--- config.mk ---
export PLATFORM = sky130hd
export DESIGN_NAME = imem_fetch_ctrl_flat
export DESIGN_NICKNAME = d
export VERILOG_FILES = /design/src/rtl/imem_fetch_ctrl_if.sv /design/src/rtl/imem_fetch_ctrl.sv /design/src/flat_wrapper.sv
export SDC_FILE = /design/constraint.sdc
export NUM_CORES = 1
export LEC_CHECK = 0
export CAP_MARGIN = 10
export CORE_MARGIN = 5
export CORE_UTILIZATION = 50
export CTS_CLUSTER_SIZE = 28
export DETAILED_ROUTE_END_ITERATION = 12
export HOLD_SLACK_MARGIN = 0.15
export PLACE_DENSITY = 0.91
export SETUP_SLACK_MARGIN = 0.05
export SLEW_MARGIN = 20
export SYNTH_ARGS = -nofsm -noshare
export SYNTH_HDL_FRONTEND = slang
export SYNTH_SLANG_ARGS = --single-unit
--- constraint.sdc ---
create_clock -name clk -period 20 [get_ports clk]
set_input_delay 6 -clock clk [delete_from_list [all_inputs] [get_ports clk]]
set_output_delay 6 -clock clk [all_outputs]
set_load 0.02 [all_outputs]
--- src/rtl/imem_fetch_ctrl_if.sv ---
`default_nettype none
// ============================================================================
//  Module      : imem_fetch_ctrl_if
//  Description : Bundle between the fetch sequencer, the instruction memory
//                and decode. Holds the memory read path, the instruction queue
//                handshake, the redirect request and the fault report.
//  Revision    : 1.0 - initial release
// ============================================================================
interface imem_fetch_ctrl_if;
  logic        run;
  logic [31:0] imem_addr;
  logic [31:0] imem_data;
  logic [31:0] inst_out;
  logic [31:0] inst_pc;
  logic        inst_valid;
  logic        inst_ready;
  logic        redirect_valid;
  logic [31:0] redirect_pc;
  logic        fault;
  logic [31:0] fault_pc;

  // Fetch sequencer side
  modport master (
    input  run,
    output imem_addr,
    input  imem_data,
    output inst_out,
    output inst_pc,
    output inst_valid,
    input  inst_ready,
    input  redirect_valid,
    input  redirect_pc,
    output fault,
    output fault_pc
  );

  // Memory / decode / control side
  modport slave (
    output run,
    input  imem_addr,
    output imem_data,
    input  inst_out,
    input  inst_pc,
    input  inst_valid,
    output inst_ready,
    output redirect_valid,
    output redirect_pc,
    input  fault,
    input  fault_pc
  );
endinterface
`default_nettype wire

--- src/rtl/imem_fetch_ctrl.sv ---
`default_nettype none
// ============================================================================
//  Module      : imem_fetch_ctrl
//  Description : Instruction-fetch sequencer. Owns the PC, reads a
//                combinational instruction memory, buffers words in a 2-entry
//                queue towards decode, resolves `j` locally, accepts
//                redirects and traps illegal fetch addresses (sticky FAULT).
//  Revision    : 1.0 - initial release
// ============================================================================
module imem_fetch_ctrl #(
  parameter int unsigned IMEM_BYTES = 256,
  parameter logic [31:0] RESET_PC   = 32'h0000_0000
) (
  input  wire logic          clk,
  input  wire logic          reset,
  imem_fetch_ctrl_if.master  bus
);

  typedef enum logic [0:0] {
    S_FETCH = 1'b0,
    S_FAULT = 1'b1
  } state_t;

  localparam logic [31:0] c_max_pc = 32'(IMEM_BYTES - 4);
  localparam logic [5:0]  c_op_j   = 6'b000010;

  state_t      state_q, state_d;
  logic [31:0] pc_q, pc_d;
  logic [31:0] fault_pc_q, fault_pc_d;
  logic [1:0]  cnt_q, cnt_d;
  // Entry 0 is always the queue head; entry 1 is the tail when two are held.
  logic [31:0] e0_pc_q, e0_pc_d, e0_inst_q, e0_inst_d;
  logic [31:0] e1_pc_q, e1_pc_d, e1_inst_q, e1_inst_d;

  logic        w_valid;
  logic        w_pop;
  logic        w_pc_bad;
  logic        w_redir_bad;
  logic        w_is_j;
  logic [31:0] w_pc_plus4;
  logic [31:0] w_jump_pc;

  // The queue is always empty in FAULT, so a non-zero count alone means valid.
  assign w_valid     = (cnt_q != 2'd0);
  assign w_pop       = w_valid & bus.inst_ready;
  assign w_pc_bad    = (pc_q[1:0] != 2'b00) || (pc_q > c_max_pc);
  assign w_redir_bad = (bus.redirect_pc[1:0] != 2'b00) || (bus.redirect_pc > c_max_pc);
  assign w_is_j      = (bus.imem_data[31:26] == c_op_j);
  assign w_pc_plus4  = pc_q + 32'd4;
  assign w_jump_pc   = {w_pc_plus4[31:28], bus.imem_data[25:0], 2'b00};

  // Next-state: redirect beats fetch; pop is applied before the push so a
  // full queue can accept a new word in the same cycle it delivers one.
  always_comb begin
    state_d    = state_q;
    pc_d       = pc_q;
    fault_pc_d = fault_pc_q;
    cnt_d      = cnt_q;
    e0_pc_d    = e0_pc_q;
    e0_inst_d  = e0_inst_q;
    e1_pc_d    = e1_pc_q;
    e1_inst_d  = e1_inst_q;

    case (state_q)
      S_FETCH: begin
        if (bus.redirect_valid) begin
          cnt_d = 2'd0;
          if (w_redir_bad) begin
            state_d    = S_FAULT;
            fault_pc_d = bus.redirect_pc;
          end else begin
            pc_d = bus.redirect_pc;
          end
        end else begin
          if (w_pop) begin
            e0_pc_d   = e1_pc_q;
            e0_inst_d = e1_inst_q;
            cnt_d     = cnt_q - 2'd1;
          end
          if (bus.run && ((cnt_q != 2'd2) || w_pop)) begin
            if (w_pc_bad) begin
              state_d    = S_FAULT;
              fault_pc_d = pc_q;
              cnt_d      = 2'd0;
            end else begin
              if (cnt_d == 2'd0) begin
                e0_pc_d   = pc_q;
                e0_inst_d = bus.imem_data;
              end else begin
                e1_pc_d   = pc_q;
                e1_inst_d = bus.imem_data;
              end
              cnt_d = cnt_d + 2'd1;
              pc_d  = w_is_j ? w_jump_pc : w_pc_plus4;
            end
          end
        end
      end
      default: begin
        // FAULT is sticky: PC held, queue empty, redirects and run ignored.
        cnt_d = 2'd0;
      end
    endcase
  end

  // State register with asynchronous clear of PC, queue and fault capture.
  always_ff @(posedge clk or posedge reset) begin
    if (reset) begin
      state_q    <= S_FETCH;
      pc_q       <= RESET_PC;
      fault_pc_q <= 32'h0;
      cnt_q      <= 2'd0;
      e0_pc_q    <= 32'h0;
      e0_inst_q  <= 32'h0;
      e1_pc_q    <= 32'h0;
      e1_inst_q  <= 32'h0;
    end else begin
      state_q    <= state_d;
      pc_q       <= pc_d;
      fault_pc_q <= fault_pc_d;
      cnt_q      <= cnt_d;
      e0_pc_q    <= e0_pc_d;
      e0_inst_q  <= e0_inst_d;
      e1_pc_q    <= e1_pc_d;
      e1_inst_q  <= e1_inst_d;
    end
  end

  assign bus.imem_addr  = pc_q;
  assign bus.inst_out   = e0_inst_q;
  assign bus.inst_pc    = e0_pc_q;
  assign bus.inst_valid = w_valid;
  assign bus.fault      = (state_q == S_FAULT);
  assign bus.fault_pc   = fault_pc_q;

endmodule
`default_nettype wire
--- src/flat_wrapper.sv ---
// flat-port wrapper written by rule: the top's interface ports become plain ports
module imem_fetch_ctrl_flat 
#(
  parameter int unsigned IMEM_BYTES = 256,
  parameter logic [31:0] RESET_PC   = 32'h0000_0000
)
  (clk, reset, bus_run, bus_imem_addr, bus_imem_data, bus_inst_out, bus_inst_pc, bus_inst_valid, bus_inst_ready, bus_redirect_valid, bus_redirect_pc, bus_fault, bus_fault_pc);
  imem_fetch_ctrl_if bus_i ();
  input  wire logic clk;
  input  wire logic reset;
  input wire logic [$bits(bus_i.run)-1:0] bus_run;
  output wire logic [$bits(bus_i.imem_addr)-1:0] bus_imem_addr;
  input wire logic [$bits(bus_i.imem_data)-1:0] bus_imem_data;
  output wire logic [$bits(bus_i.inst_out)-1:0] bus_inst_out;
  output wire logic [$bits(bus_i.inst_pc)-1:0] bus_inst_pc;
  output wire logic [$bits(bus_i.inst_valid)-1:0] bus_inst_valid;
  input wire logic [$bits(bus_i.inst_ready)-1:0] bus_inst_ready;
  input wire logic [$bits(bus_i.redirect_valid)-1:0] bus_redirect_valid;
  input wire logic [$bits(bus_i.redirect_pc)-1:0] bus_redirect_pc;
  output wire logic [$bits(bus_i.fault)-1:0] bus_fault;
  output wire logic [$bits(bus_i.fault_pc)-1:0] bus_fault_pc;
  assign bus_i.run = bus_run;
  assign bus_imem_addr = bus_i.imem_addr;
  assign bus_i.imem_data = bus_imem_data;
  assign bus_inst_out = bus_i.inst_out;
  assign bus_inst_pc = bus_i.inst_pc;
  assign bus_inst_valid = bus_i.inst_valid;
  assign bus_i.inst_ready = bus_inst_ready;
  assign bus_i.redirect_valid = bus_redirect_valid;
  assign bus_i.redirect_pc = bus_redirect_pc;
  assign bus_fault = bus_i.fault;
  assign bus_fault_pc = bus_i.fault_pc;
  imem_fetch_ctrl #(.IMEM_BYTES(IMEM_BYTES), .RESET_PC(RESET_PC)) u_core (.clk(clk), .reset(reset), .bus(bus_i));
endmodule
======== Word level (Yosys, flattened, before mapping) ========
Cells that the tools add are included.
word-level totals
  bits of input ports ..................... 69
  flip-flop bits (word level) ............. 195
  output and inout port bits .............. 130
operators by class
  $lt $le $gt $ge ......................... 2
  bitwise gates (word level) .............. 5
  add/subtract/negate cells ............... 3
  equal/unequal tests ..................... 5
  muxes and demuxes ....................... 29
  reductions and logical operators ........ 14
operator list
  cell                     number
  $mux W32                 16
  $gt A32 B8 Y1 const B    2
  $add A32 B3 Y32 const B  1
  $mux W28                 1
  $mux W2                  7
  $reduce_bool A2 Y1       5
  $reduce_and A4 Y1        2
  $eq A6 B2 Y1 const B     1
  $ne A2 B2 Y1 const B     3
  $mux W1                  5
  $reduce_and A5 Y1        1
  $not A1 Y1               4
  $logic_or A1 B1 Y1       3
  $add A2 B1 Y2 const B    1
  $logic_not A2 Y1         1
  $ne A2 B1 Y1 const B     1
  $reduce_and A2 Y1        1
  $sub A2 B1 Y2 const B    1
  $and A1 B1 Y1            1
  $logic_and A1 B1 Y1      1

======== Logic depth before layout (Yosys ltp) ========
Gate-level depths: netlist of run 1.
  depth in word-level cells ............... 10
  gate-level depth with buffers ........... 12
  gate-level depth less buffers ........... 9

======== Worst setup path before layout of run 1 ========
No wires, ideal clock.
  kind .................................... input to register
  from .................................... input port bus_inst_ready
  to ...................................... register u_core.e0_pc_q[0], in the netlist u_core.bus.inst_pc[0]
  stages on the path ...................... 8
  library setup time ...................... 0.066 ns
  slack ................................... 12.225 ns
  data required time ...................... 19.934 ns
  arrival ................................. 7.709 ns
  cell sequence ........................... nand2b_1 clkbuf_1 xnor2_1 ha_1 a31oi_1 buf_2 buf_2 a22o_1
on the way
  word-level cells in the longest chain between the ends .. 8
RTL lines
  what                  RTL line                source
  start, declared       flat_wrapper.sv:17      input wire logic [$bits(bus_i.inst_ready)-1:0] bus_inst_ready;
  $and A1 B1 Y1 (*)     imem_fetch_ctrl.sv:45   assign w_pop = w_valid & bus.inst_ready;
  $mux W2               imem_fetch_ctrl.sv:75   if (w_pop) begin
  $mux W2               imem_fetch_ctrl.sv:66   if (bus.redirect_valid) begin
  $mux W2               imem_fetch_ctrl.sv:64   case (state_q)
  $logic_not A2 Y1      imem_fetch_ctrl.sv:86   if (cnt_d == 2'd0) begin
  $mux W32              imem_fetch_ctrl.sv:86
  $mux W32              imem_fetch_ctrl.sv:81   if (w_pc_bad) begin
  $mux W32 (*)          imem_fetch_ctrl.sv:80   if (bus.run && ((cnt_q != 2'd2) || w_pop)) begin
  end signal, assigned  imem_fetch_ctrl.sv:122  e0_pc_q <= e0_pc_d;
  end, declared         imem_fetch_ctrl.sv:32   logic [31:0] e0_pc_q, e0_pc_d, e0_inst_q, e0_inst_d;
Every way passes the cells marked *; elsewhere a longest branch is shown, timed or not. The select of a mux whose other input is x is not followed.
A chain may end at the register's enable or synchronous reset.

======== Final worst setup path of run 1 ========
  from .................................... input port bus_inst_ready
  to ...................................... register u_core.e1_inst_q[9]
on the way
  word-level cells in the longest chain between the ends .. 7
RTL lines
  what                             RTL line                source
  $and A1 B1 Y1 (*)                imem_fetch_ctrl.sv:45
  $mux W2                          imem_fetch_ctrl.sv:75
  $mux W2                          imem_fetch_ctrl.sv:66
  $mux W2                          imem_fetch_ctrl.sv:64
  $logic_not A2 Y1                 imem_fetch_ctrl.sv:86
  $not A1 Y1 (no line)             n/a
  $reduce_and A5 Y1 (no line) (*)  n/a
  end signal, assigned             imem_fetch_ctrl.sv:125  e1_inst_q <= e1_inst_d;
  end, declared                    imem_fetch_ctrl.sv:33   logic [31:0] e1_pc_q, e1_pc_d, e1_inst_q, e1_inst_d;
Marked as above.

==> load_flow_metrics.sql, run 1 <==
INSERT INTO impl_metrics (metric_group, metric, value, unit) VALUES
('cts', 'cts-hold-fix-buffers', '0', ''),
('route', 'route.top_layer_used', 'met4', ''),
('layout', 'synthToLayoutAreaGrowth', '33.6', '%'),
('sta', 'final-max-slew-violation-count', '0', ''),
('sta', 'setup_slack', '11.35', 'ns'),
('run_status', 'run_status', 'finished clean', ''),
('sta', 'timing.max_slew.rel_slack', '0.366', ''),
('layout', 'antenna_cells', '0', ''),
('place', 'detailed_place_hpwl', '15700', 'µm'),
('critical_path', 'crit_reg_reg_endpoint', 'u_core.e1_inst_q[9]$_DFFE_PP0P_', ''),
('route', 'wl_met1', '9960', 'µm'),
('route', 'drt_first_iter_violations', '535', ''),
('route', 'met3RoutedLength', '1480', 'µm'),
('route', 'dr_wl_met2', '10800', 'µm'),
('pwr', 'clockPowerShare', '0.389', ''),
('yosys', 'yosysSeqAreaShare', '0.577', ''),
('yosys', 'netlist.top_cell.by_area', 'sky130_fd_sc_hd__dfrtp_1', ''),
('global_route', 'grt_pass1_vias', '6742', ''),
('cts', 'post-cts-setup-buffer-count', '0', ''),
('die', 'die_area', '19600', 'µm²'),
('yosys', 'synth_cells', '713', ''),
('pwr', 'power.share.sequential', '0.464', ''),
('cts', 'numCtsBuffers', '17', ''),
('layout', 'ff_latch_area', '4880', 'µm²'),
('sta', 'fin_setup_tns', '0', 'ns'),
('yosys', 'synth-seq-cells', '195', ''),
('route', 'routed_wirelength', '22800', 'µm'),
('layout', 'layout_common_cells', 'sky130_fd_sc_hd__clkdlybuf4s50_1, sky130_fd_sc_hd__dfrtp_1, sky130_fd_sc_hd__nor2_1', ''),
('cts', 'htreeDepth', '4', ''),
('yosys', 'ys_top_cells_by_area', 'sky130_fd_sc_hd__dfrtp_1, sky130_fd_sc_hd__mux2_2, sky130_fd_sc_hd__o221a_2', ''),
('pwr', 'total_leakage_power', '4.94', 'nW'),
('critical_path', 'cpMaxStageDelayCell', 'sky130_fd_sc_hd__nor3_4', ''),
('critical_path', 'worst-endpoint-required', '20.31', 'ns'),
('place', 'placer_s_final_routability_congestion_estimate', '0.886', ''),
('critical_path', 'crit-reg2reg-launch', 'u_core.bus.imem_addr[8]$_DFFE_PP0P_', ''),
('global_route', 'grt_antenna_before_repair', '0', ''),
('layout', 'multiInputGateArea', '3380', 'µm²'),
('cts', 'clock_insertion_delay_worst_skew', '0.43', 'ns'),
('yosys', 'synth.net_count', '786', ''),
('critical_path', 'critPathKind', 'input port to register', ''),
('sta', 'grt_setup_unrepaired', 'no', ''),
('critical_path', 'critical_path.max_stage_delay', '0.59', 'ns'),
('job', 'max-cap-violations', '0', ''),
('die', 'die_y', '140', 'µm'),
('route', 'drt.antenna.violating_nets', '0', ''),
('worst_hold_path', 'hold_path.class', 'register to register', ''),
('die', 'design.core.area', '16600', 'µm²'),
('critical_path', 'cp_num_buf_inv', '2', ''),
('global_route', 'global_route_wire_length_before_repair', '36600', 'µm'),
('critical_path', 'critical_path_end', 'u_core.e1_inst_q[9]$_DFFE_PP0P_', ''),
('sta', 'period_needed', '8.65', 'ns'),
('route', 'avgRoutedWirePerCell', '20.3', 'µm'),
('pwr', 'power_density_relative_to_cell_area', '83.1', 'nW/µm²'),
('pwr', 'power_switching_share', '0.264', ''),
('layout', 'final_design_utilization', '0.681', ''),
('critical_path', 'setup.worst_path.end_class', 'register', ''),
('yosys', 'synth_warnings', '0', ''),
('die', 'floorplan.initialDensity', '0.510', ''),
('critical_path', 'timing.critical_path.depth', '7', ''),
('critical_path', 'worst_setup_path_startpoint', 'bus_inst_ready', ''),
('sta', 'maxClockFrequency', '0.116', 'GHz'),
('die', 'width_of_the_die', '140', 'µm'),
('critical_path', 'worst_setup_path_start_kind', 'input port', ''),
('layout', 'filler_cell_count', '1209', ''),
('route', 'num_vias', '6521', ''),
('cts', 'cts_max_path_buffers', '2', ''),
('cts', 'clock_sink_count', '195', ''),
('cts', 'postCtsResizedCells', '0', ''),
('yosys', 'dominantRegCellSynth', 'sky130_fd_sc_hd__dfrtp_1', ''),
('critical_path', 'timing.reg2reg.worst_path_depth', '7', ''),
('sta', 'final_hold_viol_count', '0', '');
-- power groups by stage --
| stage | clock network, W | registers [W] | logic (W) |
|---|---|---|---|
| 6_report | 0.000365 | 0.000435 | 0.000138 |
| 4_1_cts | 0.000371 | 0.000435 | 0.000139 |
| 5_1_grt | 0.000388 | 0.000438 | 0.000147 |
| 2_1_floorplan | 0 | 0.000464 | 0.0000417 |
| 3_3_place_gp | 0 | 0.000442 | 0.000136 |
| 3_5_place_dp | 0 | 0.000442 | 0.000139 |
-- synthesized netlist by cell type, drive strengths merged (6+ instances only) --
| master | count |
|---|---|
| a211oi | 6 |
| a21oi | 46 |
| a22o | 33 |
| and2 | 7 |
| and3 | 8 |
| buf | 11 |
| clkbuf | 37 |
| dfrtp | 195 |
| inv | 6 |
| mux2 | 41 |
| mux2i | 31 |
| nand2 | 26 |
| nand2b | 39 |
| nand3 | 16 |
| nor2 | 59 |
| nor2b | 26 |
| nor4 | 12 |
| o21ai | 9 |
| o21bai | 6 |
| o221a | 38 |
-- worst min-delay path by stage --
stage                                      from  slack, ns                                 end
2_1_floorplan     u_core.e1_pc_q[0]$_DFFE_PP0P_       0.46       u_core.e1_pc_q[0]$_DFFE_PP0P_
3_3_place_gp     u_core.e1_pc_q[27]$_DFFE_PP0P_       0.48  u_core.bus.inst_pc[27]$_DFFE_PP0P_
3_5_place_dp     u_core.e1_pc_q[27]$_DFFE_PP0P_       0.48  u_core.bus.inst_pc[27]$_DFFE_PP0P_
4_1_cts          u_core.e1_pc_q[27]$_DFFE_PP0P_       0.49  u_core.bus.inst_pc[27]$_DFFE_PP0P_
5_1_grt        u_core.e1_inst_q[18]$_DFFE_PP0P_       0.51    u_core.e1_inst_q[18]$_DFFE_PP0P_
6_report         u_core.e1_pc_q[27]$_DFFE_PP0P_       0.49  u_core.bus.inst_pc[27]$_DFFE_PP0P_
-- through the flow --
step           hold WS [ns]  power (W)  cell area [µm²]  cells
6_report              0.490   0.000938            11300   1125
5_1_grt               0.505   0.000973            11300   1125
4_1_cts               0.491   0.000945            11300   1124
3_5_place_dp          0.482   0.000581            10600   1092
3_3_place_gp          0.475   0.000577            10600   1091
2_1_floorplan         0.465   0.000506             8450    713
-- metal layers --
layer / GRT usage / up-vias
met5: 0 / -
li1: - / 2947
met3: 0.0549 / 40
met1: 0.317 / 3261
met2: 0.369 / 273
met4: 0.0867 / 0
-- state kept, by name, summed over array words and instances (netlist names) --
signal                cells
u_core.bus.imem_addr     32
u_core.e1_inst_q         32
u_core.bus.inst_pc       32
u_core.bus.fault          1
u_core.bus.inst_out      32
u_core.e1_pc_q           32
u_core.bus.fault_pc      32
u_core.cnt_q              2
-- logic make-up (layout without fill, tap and decap cells) --
family	Yosys count	after routing	share of synthesized area
and+or+nand+nor	217	217	0.139
adders and majority gates	4	4	0.00592
buffers and inverters	54	246	0.0267
muxes	72	72	0.0914
xor gates and xnor gates	7	7	0.00726
DFF	195	195	0.577
AOI/OAI and AO/OA	164	164	0.153
-- cell type report --
cell class / instances / share of cell area
Multi-Input combinational cell: 464 / 0.300
Timing Repair Buffer: 208 / 0.185
Clock buffer: 17 / 0.0377
Inverter: 6 / 0.00266
Sequential cell: 195 / 0.432
Clock inverter: 15 / 0.0186
Tap cell: 220 / 0.0244
Note: power is estimated with default switching activity, not from simulation.
==> run 2: changes to the inputs <==
Settings changed: CORE_UTILIZATION 50 to 45, PLACE_DENSITY 0.91 to 0.87.
Clock period 20 ns to 7.04 ns, I/O delays scaled along.
==> load_flow_metrics.sql, run 2 (synthesized netlist as in run 1, its figures left out) <==
INSERT INTO impl_metrics (metric_group, metric, value, unit) VALUES
('run_status', 'run_status', 'finished clean', ''),
('sta', 'maxClockFrequency', '0.207', 'GHz'),
('sta', 'clock-skew-final', '0.00886', 'ns'),
('route', 'drt_first_iter_violations', '524', ''),
('pwr', 'ir_drop', '0.174', 'mV'),
('global_route', 'largest_net_degree_at_the_start_of_global_routing', '103', ''),
('route', 'num_vias', '6468', ''),
('cts', 'clockRootBuffer', 'sky130_fd_sc_hd__clkbuf_16', ''),
('cts', 'post-cts-setup-buffer-count', '0', ''),
('sta', 'transition_time_of_the_tightest_slew_check_pin', '1.06', 'ns'),
('die', 'core.rowCount', '50', ''),
('layout', 'antenna_cells', '0', ''),
('global_route', 'overflow', '0', ''),
('place', 'placer_s_final_routability_congestion_estimate', '0.815', ''),
('pwr', 'total_leakage_power', '4.91', 'nW'),
('job', 'max-cap-violations', '0', ''),
('sta', 'final-max-slew-violation-count', '0', ''),
('layout', 'layout_common_cells', 'sky130_fd_sc_hd__clkdlybuf4s50_1, sky130_fd_sc_hd__dfrtp_1, sky130_fd_sc_hd__nor2_1', ''),
('pwr', 'power.total', '0.00260', 'W'),
('global_route', 'grt_antenna_before_repair', '0', ''),
('cts', 'cts_max_path_buffers', '2', ''),
('route', 'routed_via_density', '5.67', ''),
('cts', 'postCtsResizedCells', '0', ''),
('critical_path', 'setup.worst_path.end_class', 'register', ''),
('cts', 'cts_tree', 'yes', ''),
('die', 'floorplan.initialDensity', '0.455', ''),
('critical_path', 'critical_path_peak_fanout', '21', ''),
('critical_path', 'worst_setup_path_start_kind', 'input port', ''),
('die', 'ios', '199', ''),
('layout', 'layout_cell_share_with_drive_strength_beyond_1', '0.148', ''),
('critical_path', 'worstPathArrival', '5.14', 'ns'),
('cts', 'cts.reportedPaths.clkPinSlew', '0.07', 'ns'),
('die', 'die_area', '21600', 'µm²'),
('cts', 'cts-hold-fix-buffers', '0', ''),
('sta', 'period_needed', '4.83', 'ns'),
('layout', 'synthToLayoutAreaGrowth', '33.2', '%'),
('die', 'width_of_the_die', '147', 'µm'),
('sta', 'final_hold_viol_count', '0', ''),
('route', 'drt_pass1_iterations', '5', ''),
('cts', 'clock_sink_count', '195', ''),
('route', 'routed_wirelength', '22500', 'µm'),
('pwr', 'power_density_relative_to_cell_area', '231', 'nW/µm²'),
('route', 'avgRoutedWirePerCell', '19.8', 'µm'),
('sta', 'timing.final.crit_share', '0.686', ''),
('route', 'drt.antenna.violating_nets', '0', ''),
('die', 'design.core.area', '18600', 'µm²'),
('sta', 'grt_setup_unrepaired', 'no', ''),
('global_route', 'grt_pass1_vias', '6587', ''),
('layout', 'filler_cell_count', '1495', ''),
('critical_path', 'critPathKind', 'input port to register', ''),
('place', 'detailed_place_hpwl', '15700', 'µm'),
('cts', 'htreeDepth', '4', ''),
('sta', 'timing.max_slew.rel_slack', '0.289', ''),
('layout', 'finalNetCount', '966', ''),
('layout', 'most_common_cell_after_layout_fill_and_taps_aside', 'sky130_fd_sc_hd__clkdlybuf4s50_1', ''),
('place', 'buffer_ports.inserted', '198', ''),
('route', 'final_routed_drc_violation_total', '0', ''),
('sta', 'fin_setup_tns', '0', 'ns'),
('sta', 'final-setup-viol-count', '0', ''),
('cts', 'clock_insertion_delay_worst_skew', '0.43', 'ns'),
('worst_hold_path', 'hold_path.class', 'register to register', ''),
('critical_path', 'worst-endpoint-required', '7.35', 'ns'),
('global_route', 'global_route_wire_length_before_repair', '35500', 'µm'),
('global_route', 'grt_util_all_layers', '0.205', ''),
('cts', 'numCtsBuffers', '17', ''),
('die', 'die_y', '147', 'µm');
==> run 2: final cells by class <==
type / instances / area (µm²) / share of cell area
clock buffer: 20 / 447 / 0.0397
multi-input combinational: 464 / 3380 / 0.301
clock inverter: 12 / 146 / 0.0130
tap: 234 / 293 / 0.0260
inverter: 6 / 26.3 / 0.00233
timing repair buffer: 209 / 2080 / 0.185
sequential: 195 / 4880 / 0.434
==> run 2: routing by layer <==
layer,GRT usage,wire length (µm)
met3,0.0676,1880
met2,0.314,10400
met5,0,0
met4,0.0722,516
met1,0.277,9780
==> run 2: critical path: stages <==
cell and delay, ns:
sky130_fd_sc_hd__clkdlybuf4s50_1 0.48, sky130_fd_sc_hd__nand2b_1 0.20, sky130_fd_sc_hd__xnor2_1 0.30, sky130_fd_sc_hd__ha_1 0.35, sky130_fd_sc_hd__nand4_1 0.87, sky130_fd_sc_hd__buf_4 0.55
sky130_fd_sc_hd__o221a_2 0.28
==> run 2: path summary, 6_finish.rpt <==
path / cells after the start / endpoint / start / slack [ns]
setup reg to reg: 6 / u_core.bus.inst_pc[7]$_DFFE_PP0P_ / u_core.bus.imem_addr[8]$_DFFE_PP0P_ / 3.66
min in group asynchronous: 2 / u_core.bus.inst_out[26]$_DFFE_PP0P_ / reset / 2.18
hold reg to reg: 1 / u_core.e1_pc_q[6]$_DFFE_PP0P_ / u_core.e1_pc_q[6]$_DFFE_PP0P_ / 0.50
setup / recovery: 7 / u_core.bus.inst_pc[7]$_DFFE_PP0P_ / bus_inst_ready / 2.21
max in group asynchronous: 3 / u_core.e1_pc_q[11]$_DFFE_PP0P_ / reset / 3.69
hold / removal: 1 / u_core.e1_pc_q[6]$_DFFE_PP0P_ / u_core.e1_pc_q[6]$_DFFE_PP0P_ / 0.50
==> run 2: report_power, final <==
group,internal (W),switching [W]
clock,0.000541,0.000432
sequential,0.00119,0.0000506
combinational,0.000198,0.000192
total,0.00193,0.000674
==> run 2: per-stage QoR <==
stage / hold WS [ns] / std cells / instance area, µm² / setup WS (ns) / utilization
after floorplan: 0.465 / 713 / 8450 / 2.41 / -
after global placement: 0.479 / 1107 / 10600 / 1.95 / 0.573
after detailed placement: 0.481 / 1107 / 10600 / 1.79 / 0.573
after CTS: 0.500 / 1139 / 11200 / 2.25 / 0.605
after global routing: 0.517 / 1140 / 11300 / 2.08 / 0.606
final: 0.499 / 1140 / 11300 / 2.21 / 0.606
==> run 3: changes to the inputs <==
Clock period 7.04 ns to 4.1 ns, I/O delays scaled along.
==> load_flow_metrics.sql, run 3 (synthesized netlist as in run 1, its figures left out) <==
INSERT INTO impl_metrics (metric_group, metric, value, unit) VALUES
('sta', 'timing.max_slew.rel_slack', '0.385', ''),
('global_route', 'grt_pass1_vias', '6725', ''),
('global_route', 'grt_antenna_before_repair', '0', ''),
('cts', 'cts_tree', 'yes', ''),
('cts', 'clockRootBuffer', 'sky130_fd_sc_hd__clkbuf_16', ''),
('global_route', 'overflow', '0', ''),
('sta', 'clock-skew-final', '0.0123', 'ns'),
('job', 'max-cap-violations', '0', ''),
('cts', 'htreeDepth', '4', ''),
('critical_path', 'timing.reg2reg.worst_path_depth', '6', ''),
('cts', 'cts_max_path_buffers', '2', ''),
('layout', 'layout_cell_share_with_drive_strength_beyond_1', '0.155', ''),
('global_route', 'grt_util_all_layers', '0.214', ''),
('global_route', 'global_route_wire_length_before_repair', '37000', 'µm'),
('sta', 'maxClockFrequency', '0.303', 'GHz'),
('layout', 'layout_common_cells', 'sky130_fd_sc_hd__clkdlybuf4s50_1, sky130_fd_sc_hd__dfrtp_1, sky130_fd_sc_hd__nor2_1', ''),
('pwr', 'ir_drop', '0.279', 'mV'),
('die', 'die_area', '21600', 'µm²'),
('cts', 'post-cts-setup-buffer-count', '0', ''),
('pwr', 'power.total', '0.00448', 'W'),
('sta', 'final_hold_viol_count', '0', ''),
('layout', 'most_common_cell_after_layout_fill_and_taps_aside', 'sky130_fd_sc_hd__clkdlybuf4s50_1', ''),
('die', 'width_of_the_die', '147', 'µm'),
('layout', 'ff_latch_area', '4880', 'µm²'),
('cts', 'clock_insertion_delay_worst_skew', '0.43', 'ns'),
('sta', 'setup_slack', '0.804', 'ns'),
('route', 'num_vias', '6478', ''),
('critical_path', 'worstPathArrival', '3.61', 'ns'),
('layout', 'filler_cell_count', '1443', ''),
('route', 'drt_pass1_iterations', '5', ''),
('sta', 'grt_setup_unrepaired', 'no', ''),
('sta', 'period_needed', '3.30', 'ns'),
('layout', 'multiInputGateArea', '3380', 'µm²'),
('pwr', 'clockPowerShare', '0.375', ''),
('place', 'buffer_ports.inserted', '198', ''),
('pwr', 'power.share.sequential', '0.475', ''),
('sta', 'final-setup-viol-count', '0', ''),
('route', 'routed_wirelength', '23000', 'µm'),
('place', 'dp_slack', '0.382', 'ns'),
('global_route', 'largest_net_degree_at_the_start_of_global_routing', '106', ''),
('die', 'floorplan.initialDensity', '0.455', ''),
('pwr', 'p_comb_frac', '0.150', ''),
('route', 'routed_via_density', '5.66', ''),
('cts', 'cts-hold-fix-buffers', '0', ''),
('die', 'core.rowCount', '50', ''),
('critical_path', 'worst-endpoint-required', '4.42', 'ns'),
('layout', 'finalNetCount', '971', ''),
('critical_path', 'critical_path_peak_fanout', '26', ''),
('pwr', 'total_leakage_power', '4.97', 'nW'),
('cts', 'clock_sink_count', '195', ''),
('place', 'placer_s_final_routability_congestion_estimate', '0.816', ''),
('sta', 'final-max-slew-violation-count', '0', ''),
('cts', 'cts.reportedPaths.clkPinSlew', '0.08', 'ns'),
('route', 'drt_first_iter_violations', '460', ''),
('sta', 'transition_time_of_the_tightest_slew_check_pin', '0.914', 'ns'),
('pwr', 'power_switching', '0.00121', 'W'),
('critical_path', 'setup.worst_path.end_class', 'register', ''),
('sta', 'timing.final.crit_share', '0.804', ''),
('layout', 'antenna_cells', '0', ''),
('pwr', 'internal_power', '0.00327', 'W'),
('cts', 'numCtsBuffers', '17', ''),
('route', 'avgRoutedWirePerCell', '20.1', 'µm'),
('pwr', 'power_switching_share', '0.270', ''),
('worst_hold_path', 'hold_depth', '1', ''),
('run_status', 'run_status', 'finished clean', ''),
('layout', 'synthToLayoutAreaGrowth', '34.4', '%'),
('sta', 'fin_setup_tns', '0', 'ns'),
('worst_hold_path', 'hold_path.class', 'register to register', ''),
('route', 'drt.antenna.violating_nets', '0', ''),
('place', 'detailed_place_hpwl', '15800', 'µm'),
('critical_path', 'critPathKind', 'input port to register', ''),
('die', 'design.core.area', '18600', 'µm²'),
('route', 'final_routed_drc_violation_total', '0', ''),
('cts', 'postCtsResizedCells', '0', ''),
('die', 'die_y', '147', 'µm'),
('pwr', 'power_density_relative_to_cell_area', '394', 'nW/µm²'),
('critical_path', 'worst_setup_path_start_kind', 'input port', ''),
('die', 'ios', '199', '');
-- run 3: cell types whose count changed in the layout (fill, tap and decap cells not counted), moves of 2 or more --
| cell | before | now |
|---|---|---|
| sky130_fd_sc_hd__buf_12 | 1 | 6 |
| sky130_fd_sc_hd__clkbuf_1 | 2 | 0 |
| sky130_fd_sc_hd__clkinv_2 | 0 | 2 |
| sky130_fd_sc_hd__clkinv_4 | 2 | 0 |
| sky130_fd_sc_hd__clkinv_8 | 0 | 3 |
| sky130_fd_sc_hd__clkinvlp_4 | 4 | 2 |
| sky130_fd_sc_hd__inv_8 | 1 | 3 |
-- run 3: worst max-delay path: stages --
cell	delay, ns
sky130_fd_sc_hd__clkdlybuf4s50_1	0.48
sky130_fd_sc_hd__nand2b_1	0.19
sky130_fd_sc_hd__xnor2_1	0.31
sky130_fd_sc_hd__ha_1	0.36
sky130_fd_sc_hd__nand3_1	0.19
sky130_fd_sc_hd__a21o_1	0.51
sky130_fd_sc_hd__a22o_1	0.32
-- run 3: area by class of cell --
type | instances | area share
tap | 234 | 0.0258
clock buffer | 18 | 0.0387
multi-input combinational | 464 | 0.298
inverter | 6 | 0.00231
sequential | 195 | 0.430
clock inverter | 14 | 0.0145
timing repair buffer | 214 | 0.191
-- run 3: path summary, 6_finish.rpt --
kind / startpoint / to / slack (ns)
setup / recovery: bus_inst_ready / u_core.bus.inst_pc[24]$_DFFE_PP0P_ / 0.80
hold / removal: u_core.e1_pc_q[9]$_DFFE_PP0P_ / u_core.bus.inst_pc[9]$_DFFE_PP0P_ / 0.50
setup reg to reg: u_core.bus.imem_addr[8]$_DFFE_PP0P_ / u_core.bus.imem_addr[26]$_DFFE_PP0P_ / 1.03
hold reg to reg: u_core.e1_pc_q[9]$_DFFE_PP0P_ / u_core.bus.inst_pc[9]$_DFFE_PP0P_ / 0.50
max in group asynchronous: reset / u_core.bus.imem_addr[4]$_DFFE_PP0P_ / 2.19
min in group asynchronous: reset / u_core.bus.inst_out[22]$_DFFE_PP0P_ / 1.08
-- run 3: through the flow --
step / hold slack [ns] / std cells / utilization / instance area (µm²)
6_report: 0.498 / 1145 / 0.611 / 11400
5_1_grt: 0.509 / 1145 / 0.611 / 11400
4_1_cts: 0.501 / 1145 / 0.611 / 11400
3_3_place_gp: 0.475 / 1113 / 0.579 / 10800
2_1_floorplan: 0.465 / 713 / - / 8450
3_5_place_dp: 0.478 / 1113 / 0.579 / 10800
-- run 3: layer usage --
| metal | GRT usage | wire length (µm) | vias to the layer above |
|---|---|---|---|
| met3 | 0.0595 | 1710 | 25 |
| met5 | 0 | 0 | - |
| met2 | 0.340 | 11000 | 267 |
| li1 | - | - | 2965 |
| met1 | 0.295 | 10100 | 3221 |
| met4 | 0.0508 | 244 | 0 |
-- run 3: power by group through the flow --
stage	sequential, W	clock (W)	combinational, W
floorplan	0.00226	0	0.000204
global placement	0.00216	0	0.000665
detailed placement	0.00216	0	0.000681
CTS	0.00213	0.00171	0.000681
global route	0.00214	0.00179	0.000718
finish	0.00213	0.00168	0.000673
